$ cat src/rtl/sdp_ram_be.sv
// Simple dual-port RAM with byte-enable writes, registered reads and a post-reset clear engine.
// Optional per-word even parity with o_parity_err is enabled by defining RAM_PARITY_EN.
module sdp_ram_be #(
    parameter int DATA_WIDTH = 16,
    parameter int ADDR_WIDTH = 4,
    parameter int BYTE_WIDTH = 8
) (
    input  logic                             i_clk,
    input  logic                             i_rst,
    input  logic                             i_wr_en,
    input  logic [ADDR_WIDTH-1:0]            i_wr_addr,
    input  logic [DATA_WIDTH-1:0]            i_wr_data,
    input  logic [DATA_WIDTH/BYTE_WIDTH-1:0] i_wr_be,
    input  logic                             i_rd_en,
    input  logic [ADDR_WIDTH-1:0]            i_rd_addr,
    output logic [DATA_WIDTH-1:0]            o_rd_data,
    output logic                             o_rd_valid,
`ifdef RAM_PARITY_EN
    output logic                             o_parity_err,
`endif
    output logic                             o_init_busy
);

    localparam int NUM_BYTES = DATA_WIDTH / BYTE_WIDTH;
    localparam int DEPTH     = 2 ** ADDR_WIDTH;
    localparam logic [ADDR_WIDTH-1:0] LAST_ADDR = ADDR_WIDTH'(DEPTH - 1);

    typedef enum logic {
        ST_INIT,
        ST_READY
    } state_t;

    state_t                  r_state;
    logic [ADDR_WIDTH-1:0]   r_clr_cnt;
    logic [DATA_WIDTH-1:0]   r_mem [DEPTH];
`ifdef RAM_PARITY_EN
    logic                    r_par [DEPTH];
`endif

    logic [DATA_WIDTH-1:0]   w_be_mask;
    logic [DATA_WIDTH-1:0]   w_wr_merged;
    logic                    w_mem_we;
    logic [ADDR_WIDTH-1:0]   w_mem_addr;
    logic [DATA_WIDTH-1:0]   w_mem_dat;
    logic                    w_rd_bypass;

    always_comb begin
        w_be_mask = '0;
        for (int i = 0; i < NUM_BYTES; i++) begin
            w_be_mask[i*BYTE_WIDTH +: BYTE_WIDTH] = {BYTE_WIDTH{i_wr_be[i]}};
        end
    end

    assign w_wr_merged = (r_mem[i_wr_addr] & ~w_be_mask) | (i_wr_data & w_be_mask);
    assign w_rd_bypass = i_wr_en && (i_wr_addr == i_rd_addr);

    // The clear engine and user writes share the single memory write port.
    always_comb begin
        w_mem_we   = 1'b0;
        w_mem_addr = i_wr_addr;
        w_mem_dat  = w_wr_merged;
        if (!i_rst) begin
            if (r_state == ST_INIT) begin
                w_mem_we   = 1'b1;
                w_mem_addr = r_clr_cnt;
                w_mem_dat  = '0;
            end else if (i_wr_en) begin
                w_mem_we   = 1'b1;
            end
        end
    end

    always_ff @(posedge i_clk) begin
        if (w_mem_we) begin
            r_mem[w_mem_addr] <= w_mem_dat;
`ifdef RAM_PARITY_EN
            r_par[w_mem_addr] <= ^w_mem_dat;
`endif
        end
    end

    always_ff @(posedge i_clk) begin
        if (i_rst) begin
            r_state      <= ST_INIT;
            r_clr_cnt    <= '0;
            o_rd_data    <= '0;
            o_rd_valid   <= 1'b0;
            o_init_busy  <= 1'b1;
`ifdef RAM_PARITY_EN
            o_parity_err <= 1'b0;
`endif
        end else begin
            case (r_state)
                ST_INIT: begin
                    o_rd_valid   <= 1'b0;
`ifdef RAM_PARITY_EN
                    o_parity_err <= 1'b0;
`endif
                    r_clr_cnt    <= r_clr_cnt + 1'b1;
                    if (r_clr_cnt == LAST_ADDR) begin
                        r_state     <= ST_READY;
                        o_init_busy <= 1'b0;
                    end
                end
                ST_READY: begin
                    o_rd_valid <= i_rd_en;
`ifdef RAM_PARITY_EN
                    o_parity_err <= 1'b0;
`endif
                    if (i_rd_en) begin
                        // Write-first: a colliding write returns the merged word.
                        if (w_rd_bypass) begin
                            o_rd_data <= w_wr_merged;
                        end else begin
                            o_rd_data <= r_mem[i_rd_addr];
`ifdef RAM_PARITY_EN
                            o_parity_err <= (^r_mem[i_rd_addr]) ^ r_par[i_rd_addr];
`endif
                        end
                    end
                end
                default: r_state <= ST_INIT;
            endcase
        end
    end

endmodule

$ cat config.mk
export PLATFORM = sky130hd
export DESIGN_NAME = sdp_ram_be
export DESIGN_NICKNAME = d
export VERILOG_FILES = /design/src/rtl/sdp_ram_be.sv
export SDC_FILE = /design/constraint.sdc
export NUM_CORES = 1
export LEC_CHECK = 0
export CAP_MARGIN = 10
export CORE_MARGIN = 2
export CORE_UTILIZATION = 40
export CTS_CLUSTER_DIAMETER = 80
export DETAILED_ROUTE_END_ITERATION = 8
export GPL_TIMING_DRIVEN = 0
export PLACE_DENSITY_LB_ADDON = 0.08
export SYNTH_ARGS = -nofsm -noshare
export SYNTH_HDL_FRONTEND = slang
export SYNTH_SLANG_ARGS = --single-unit
$ cat constraint.sdc
create_clock -name i_clk -period 7.15 [get_ports i_clk]
set_clock_uncertainty 0.05 [all_clocks]
set_input_delay 1.0725 -clock i_clk [delete_from_list [all_inputs] [get_ports i_clk]]
set_output_delay 1.0725 -clock i_clk [all_outputs]
set_load 0.02 [all_outputs]
After elaboration in Yosys (flattened, before gate mapping)
Memories as Yosys holds them, arrays and structs flattened. A register that Yosys moved wholly into a read port is not among the register bits. Index checks and enable logic that the tools add are counted.

Memory bits (writable): 256. Memories kept: 1. Logic and storage cells: 26. Flip-flop bits (word level): 7.

Reduce and logical (&&, ||, !) cells: 2. Equal/unequal tests: 1. Muxes and demuxes: 12. Bitwise logic cells: 5. Add/sub/neg operators: 1.

Memory list: r_mem (depth 16, width 16, rd ports 2, clocked after memory_dff 1, write ports 1, line 35) `logic [DATA_WIDTH-1:0] r_mem [DEPTH];`.

Operators with widths (number): AND 16 bit (2); two-way mux 16 bit (2); NOT 16 bit (1); bitwise OR 16 bit (1); two-way mux 4 bit (2); two-way mux 1 bit (7); adder 4 x 1 -> 4 bit, second input constant (1); equality test 4 bit, second input constant (1); AND reduction 2 bit (2); case mux 1 bit (2 select lines) (1); NOT 1 bit (1).

Longest topological paths before layout
Gate-level depths: netlist of the first run.

Depth after elaboration: 5. Gate-level depth with buffers: 8. Mapped depth without buffers: 5.

Worst setup path after synthesis of the first run
Ideal clock, no wire load.

Kind: input-to-reg. Start: in i_rst. End: mem r_mem[5][0] (enable). Slack: 4.050 ns. Arrival time: 2.661 ns. Library setup time: 0.388 ns. Stages: 5. Buffers on the path: 1. Cell sequence: nor2_1 > buf_2 > mux2i_1 > nand2_1 > nor2_1.

Word-level cells in the longest chain between the ends: 3. Elaborated cells on any way between the ends: 4.

Ends and longest elaborated chain: from (decl) (line 9) `input logic i_rst,`; two-way mux 1 bit (line 62) `if (!i_rst) begin`; two-way mux 1 bit (line 74) `if (w_mem_we) begin`; two-way mux 1 bit (not written as such) (line 75) `r_mem[w_mem_addr] <= w_mem_dat;`; to (decl) (line 35).

Several ways; a longest one is shown, not always the timed one.

Worst setup path in the final report of the first run
Start: in i_rst. End: mem r_mem[2][3] (data pin).

Word-level cells in the longest chain between the ends: 1.

Ends and longest elaborated chain: two-way mux 16 bit (line 62); named net w_mem_dat[3] (line 44) `logic [DATA_WIDTH-1:0] w_mem_dat;`.

The timed path passes the listed nets, and every way through them passes these cells.

==> results of run 1 <==
[stage by stage]
step           std cells  power, mW
2_1_floorplan        849       2.09
3_3_place_gp        1335       2.23
3_5_place_dp        1345       2.24
4_1_cts             1406       3.99
5_1_grt             1407       4.08
6_report            1407       3.98
[cells in the mapped netlist]
library cell,instances
a22oi_1,64
a22o_1,32
o32ai_2,1
ha_1,1
mux2_2,1
nand2_1,39
a31oi_1,7
a31o_4,1
and3_1,16
or2_2,1
inv_1,21
xnor2_1,3
a21oi_1,1
clkbuf_1,19
o21ai_0,3
nor3_1,3
a2111oi_4,1
o221ai_1,6
buf_1,7
xor2_1,5
nor2b_1,8
nand3_1,35
mux4_2,64
o221ai_2,10
buf_2,23
nor3b_1,2
buf_6,3
dfxtp_1,23
edfxtp_1,256
a21o_1,1
nand4_4,1
and2_1,2
mux2i_1,131
nor2_1,49
buf_4,9
[routing by layer]
| layer | share of wire [%] | routed length [microns] |
|---|---|---|
| met3 | 8.8 | 4100 |
| met4 | 2.9 | 1360 |
| met5 | 0 | 0 |
| met2 | 46 | 21400 |
| met1 | 42 | 19700 |
[registers in the layout, summed over array words and instances (netlist names)]
signal       flops
o_rd_data       16
r_state          1
r_mem          256
r_clr_cnt        4
o_rd_valid       1
o_init_busy      1
[where the power goes]
group          switching, mW  internal, mW
logic                  0.244         0.130
registers             0.0130          1.83
clock network          0.687          1.08
[cells by family after synthesis]
group | Yosys count | synth area share [%]
xor gates and xnor gates | 8 | 0.530
adders and majority gates | 1 | 0.0947
DFF | 279 | 61.7
muxes | 196 | 20.9
and+or+nand+nor | 156 | 5.49
AOI/OAI and AO/OA | 127 | 8.30
buffers and inverters | 82 | 2.97
[how the worst max path moves through the flow]
| stage | slack [ns] | cells past startpoint | endpoint |
|---|---|---|---|
| 6_report | 3.42 | 7 | r_mem[2][3] |
| 5_1_grt | 3.28 | 8 | r_mem[4][9] |
| 4_1_cts | 3.48 | 7 | r_mem[1][13] |
| 3_5_place_dp | 2.96 | 7 | r_mem[1][14] |
| 3_3_place_gp | 2.08 | 6 | r_mem[11][6] |
| 2_1_floorplan | 4.05 | 5 | r_mem[5][0] |
[area by class of cell]
class                   count  area share (%)
multi-input cells         488            30.5
clock inverters            20            1.47
inverters                  21           0.505
clock buffers              41            5.75
well taps                 442            3.54
repair buffers             55            4.07
plain buffers              61            2.01
flip-flops and latches    279            52.2
==> results.py, run 1 <==
metrics = {
    "detailed_routing": {
        "ant_nets": 0,
        "dr.pass1.iters": 7,
        "routed_wl_microns": 46500,
        "viasPerCell": 6.10,
        "drt_iter0_markers": 932,
        "drc_errors": 0,
        "vias": 8586,
        "wl_per_cell_microns": 33.1,
    },
    "critical_path": {
        "cp.arrival_ns": 3.93,
        "cpLargestDelayFamily": "simple AND/OR/NAND/NOR gates",
        "r2r_slack_ns": 4.11,
        "startpoint_type": "input port",
        "crit_type": "input port to flop",
        "regToRegEndpoint": "r_mem[1][13]",
        "required_ns": 7.34,
        "timing.rr.start": "r_state",
        "reg2regPathDepth": 7,
        "endpoint_kind": "flop",
        "cp_cell_sequence": "clkdlybuf4s50_1, buf_2, o21ai_0, nor2_1, nand3_1, and3_1, inv_1",
        "crit_start": "i_rst",
        "crit_buf_inv": 3,
        "crit_slowest_cell": "nor2_1",
        "crit_fanout": 16,
        "cpPeakStageDelay_ns": 1.02,
    },
    "finish": {
        "post-route-cell-area_sq_um": 15600,
        "drive_gt1_share_pct": 20.0,
        "mostFrequentLayoutCells": "edfxtp_1 (256), mux2i_1 (131), a22oi_1 (64), mux4_2 (64), clkdlybuf4s50_1 (44)",
        "postLayoutCoreUtil_pct": 48.0,
        "area_growth_pct": 18.2,
        "multi_input_area_sq_um": 4760,
        "n_antenna_cell": 0,
        "fill_cells": 2895,
        "num-nets-final": 971,
        "layout_commonest_cell": "edfxtp_1",
        "regArea_sq_um": 8150,
    },
    "global_route": {
        "grt_pass1_vias": 8662,
        "busiest_layer": "met2",
        "grt_use_met3_pct": 6.08,
        "antenna_found_initial": 0,
        "met2_usage_pct": 43.6,
        "gr-usage-all-layers_pct": 27.7,
        "grtUsageMet1_pct": 38.6,
        "grt_start_max_net_pins": 17,
        "grt_pass1_wl_microns": 64800,
        "overflow": 0,
    },
    "sta": {
        "hold_viol": 0,
        "setup_tns_ns": 0,
        "fmax_ghz": 0.268,
        "fin_hold_ws_ns": 0.403,
        "worst_slew_margin_rel_pct": 11.7,
        "rsz0062_at_grt": "no",
        "period_share_pct": 52.2,
        "slew_viol_final": 0,
        "fin_crit_ns": 3.73,
        "setup_viol": 0,
        "finalWorstSetupSlack_ns": 3.42,
        "tightest_slew_ns": 1.32,
    },
    "yosys": {
        "yosys.area.top_type_share_pct": 58.2,
        "syn_area_per_cell_sq_um": 15.6,
        "synth_cells": 849,
        "ys_top_cells_by_area": "edfxtp_1 (58%), mux4_2 (11%), mux2i_1 (9.9%)",
        "netlist_area_sq_um": 13200,
        "netlist.top_cell.by_area": "edfxtp_1",
        "yosys_register_bits": 279,
        "syn_nets": 880,
        "yosysSeqAreaShare_pct": 61.7,
        "ys_warn_count": 0,
        "synth_cell_types": 35,
    },
    "clock_network": {
        "cts.clk_slew.worst_paths_ns": 0.06,
        "cts_sinks": 279,
        "ctsHtreeMaxLevel": 2,
        "cts-root-buf": "clkbuf_16",
        "cts_tree": "yes",
        "insertion_delay_ns": 0.52,
        "hold_buffers": 0,
        "numCtsBuffers": 34,
        "clock_path_buffers": 3,
        "post_cts_buffers": 0,
        "ctsResizeCount": 0,
    },
    "run_status": {
        "status": "finished, final reports clean",
    },
    "floorplanning": {
        "start_util_pct": 40.6,
        "num_rows": 66,
        "boundaryPins": 48,
        "die_h_microns": 186,
        "fp.coreArea_sq_um": 32500,
        "dieArea_sq_um": 34500,
        "chipWidth_microns": 186,
    },
    "place": {
        "place_congestion": 0.836,
        "hpwl_microns": 28800,
        "pre_cts_slack_ns": 2.96,
        "io_buffers": 44,
        "place_area_sq_um": 14500,
    },
    "worst_hold_path": {
        "hold_path_class": "flop to flop",
        "worst_hold_path.num_cells": 1,
        "min_from": "o_init_busy",
        "holdPathEnd": "o_init_busy",
    },
    "power_and_ir_drop": {
        "vdd_drop_max_mv": 0.151,
        "powerDensity_nw_per_um2": 255,
        "p_leak_nw": 5.41,
    },
    "run": {
        "drv_cap": 0,
    },
}
(Power assumes the default switching activity.)
==> inputs of run 2 (changes only) <==
==> constraint.sdc (replaced) <==
create_clock -name i_clk -period 3 [get_ports i_clk]
set_clock_uncertainty 0.05 [all_clocks]
set_input_delay 0.45 -clock i_clk [delete_from_list [all_inputs] [get_ports i_clk]]
set_output_delay 0.45 -clock i_clk [all_outputs]
set_load 0.02 [all_outputs]
==> run 2 against run 1 <==
Against the previous run: via count up 0.63%; combinational power increased by 140%; worst hold slack better by 0.00093 ns; critical path depth did not move; non-clock buffer count up 3; critical endpoint is now o_rd_data[14]; first-iteration DRC count down 3.1%; global-route usage about the same; largest cell class unchanged; worst setup slack worse by 3.4 ns; power is 140% higher; sequential share of layout area is 0.26 points lower.
==> results.py, run 2 (same netlist as run 1, synthesis figures left out) <==
metrics = {
    "run_status": {
        "status": "finished, final reports clean",
    },
    "finish": {
        "fill_cells": 2895,
        "reg_top3": "r_mem: 256 flops, o_rd_data: 16 flops, r_clr_cnt: 4 flops",
        "multi_input_area_sq_um": 4780,
        "drive_gt1_share_pct": 21.3,
        "area_growth_pct": 18.8,
        "regMostFlops": "r_mem",
        "n_antenna_cell": 0,
        "num-nets-final": 974,
        "largest_register_ffs": 256,
        "layout.cells.non_filler": 1410,
        "layout_commonest_cell": "edfxtp_1",
        "postLayoutCoreUtil_pct": 48.2,
        "mostFrequentLayoutCells": "edfxtp_1 (256), mux2i_1 (131), a22oi_1 (64), mux4_2 (64), clkdlybuf4s50_1 (44)",
        "regArea_sq_um": 8150,
        "post-route-cell-area_sq_um": 15700,
    },
    "floorplanning": {
        "num_rows": 66,
        "dieArea_sq_um": 34500,
        "boundaryPins": 48,
        "chipWidth_microns": 186,
        "fp.coreArea_sq_um": 32500,
        "start_util_pct": 40.6,
        "die_h_microns": 186,
    },
    "critical_path": {
        "startpoint_type": "input port",
        "cp.arrival_ns": 3.30,
        "crit_fanout": 10,
        "crit_type": "input port to flop",
        "timing.rr.start": "r_state",
        "r2r_slack_ns": 0.17,
        "crit_slowest_cell": "clkdlybuf4s15_1",
        "cp_cell_sequence": "clkdlybuf4s50_1, buf_2, clkdlybuf4s15_1, mux4_2, a22o_1, nor2_1, o221ai_2",
        "endpoint_kind": "flop",
        "crit_start": "i_rd_addr[2]",
        "crit_buf_inv": 3,
        "cpPeakStageDelay_ns": 0.92,
        "cpLargestDelayFamily": "buffers and inverters",
        "required_ns": 3.34,
    },
    "clock_network": {
        "cts_sinks": 279,
        "cts_tree": "yes",
        "hold_buffers": 0,
        "clock_path_buffers": 3,
        "cts.clk_slew.worst_paths_ns": 0.06,
        "insertion_delay_ns": 0.52,
        "cts-root-buf": "clkbuf_16",
        "ctsHtreeMaxLevel": 2,
        "numCtsBuffers": 34,
    },
    "global_route": {
        "overflow": 0,
        "gr-usage-all-layers_pct": 27.7,
        "grt_pass1_wl_microns": 64900,
        "grt_pass1_vias": 8666,
        "grt_start_max_net_pins": 17,
        "antenna_found_initial": 0,
    },
    "sta": {
        "hold_viol": 0,
        "rsz0062_at_grt": "no",
        "period_share_pct": 98.7,
        "setup_viol": 0,
        "slew_viol_final": 0,
        "fmax_ghz": 0.338,
        "fin_crit_ns": 2.96,
        "worst_slew_margin_rel_pct": 19.3,
        "finalWorstSetupSlack_ns": 0.0385,
        "tightest_slew_ns": 1.21,
    },
    "place": {
        "hpwl_microns": 28800,
        "pre_cts_slack_ns": -0.564,
        "dp.cells": 1345,
        "place_congestion": 0.836,
        "place_area_sq_um": 14500,
        "io_buffers": 44,
    },
    "worst_hold_path": {
        "hold_path_class": "flop to flop",
        "min_from": "o_init_busy",
    },
    "detailed_routing": {
        "routed_wl_microns": 46600,
        "drc_errors": 0,
        "drt_iter0_markers": 903,
        "dr.pass1.iters": 5,
        "vias": 8640,
        "ant_nets": 0,
        "viasPerCell": 6.13,
        "wl_per_cell_microns": 33.1,
    },
    "power_and_ir_drop": {
        "total_power_mw": 9.50,
        "vdd_drop_max_mv": 0.360,
        "p_leak_nw": 5.46,
        "powerDensity_nw_per_um2": 606,
    },
    "run": {
        "drv_cap": 0,
    },
}
==> run 2: worst paths after layout <==
check | endpoint | cells after the start
max | o_rd_data[14] | 7
min | o_init_busy | 1
max reg2reg | r_mem[5][15] | 7
min reg2reg | o_init_busy | 1
==> run 2: metal layers <==
layer / global-route usage, % / up-vias / part of all wire, %
li1: - / 3620 / -
met1: 38.5 / 4480 / 42
met2: 43.6 / 451 / 46
met3: 6.18 / 89 / 8.9
met4: 8.50 / 0 / 3.1
met5: 0 / - / 0
==> run 2: area by class of cell <==
type	instances	share of cell area, %
tap	442	3.52
clock inverter	20	1.47
clock buffer	41	5.72
buffer	61	2.10
timing repair buffer	58	4.31
multi-input combinational	488	30.5
sequential	279	51.9
inverter	21	0.502
==> run 2: report_power, final <==
group          switching (mW)  total (mW)  internal [mW]
sequential             0.0312        4.39           4.36
combinational           0.588       0.905          0.317
clock                    1.64        4.21           2.57
==> run 2: metrics by stage <==
stage	setup TNS [ns]	hold slack [ns]
finish	0	0.404
global route	0	0.428
CTS	0	0.414
detailed placement	-203.66	0.400
global placement	-509.53	0.388
floorplan	0	0.503
==> run 2: repair_timing <==
item,in CTS,in global routing
endpoints found under the setup margin,9,336
setup buffers,0,4
resized for setup,2,24
pin swaps,0,2
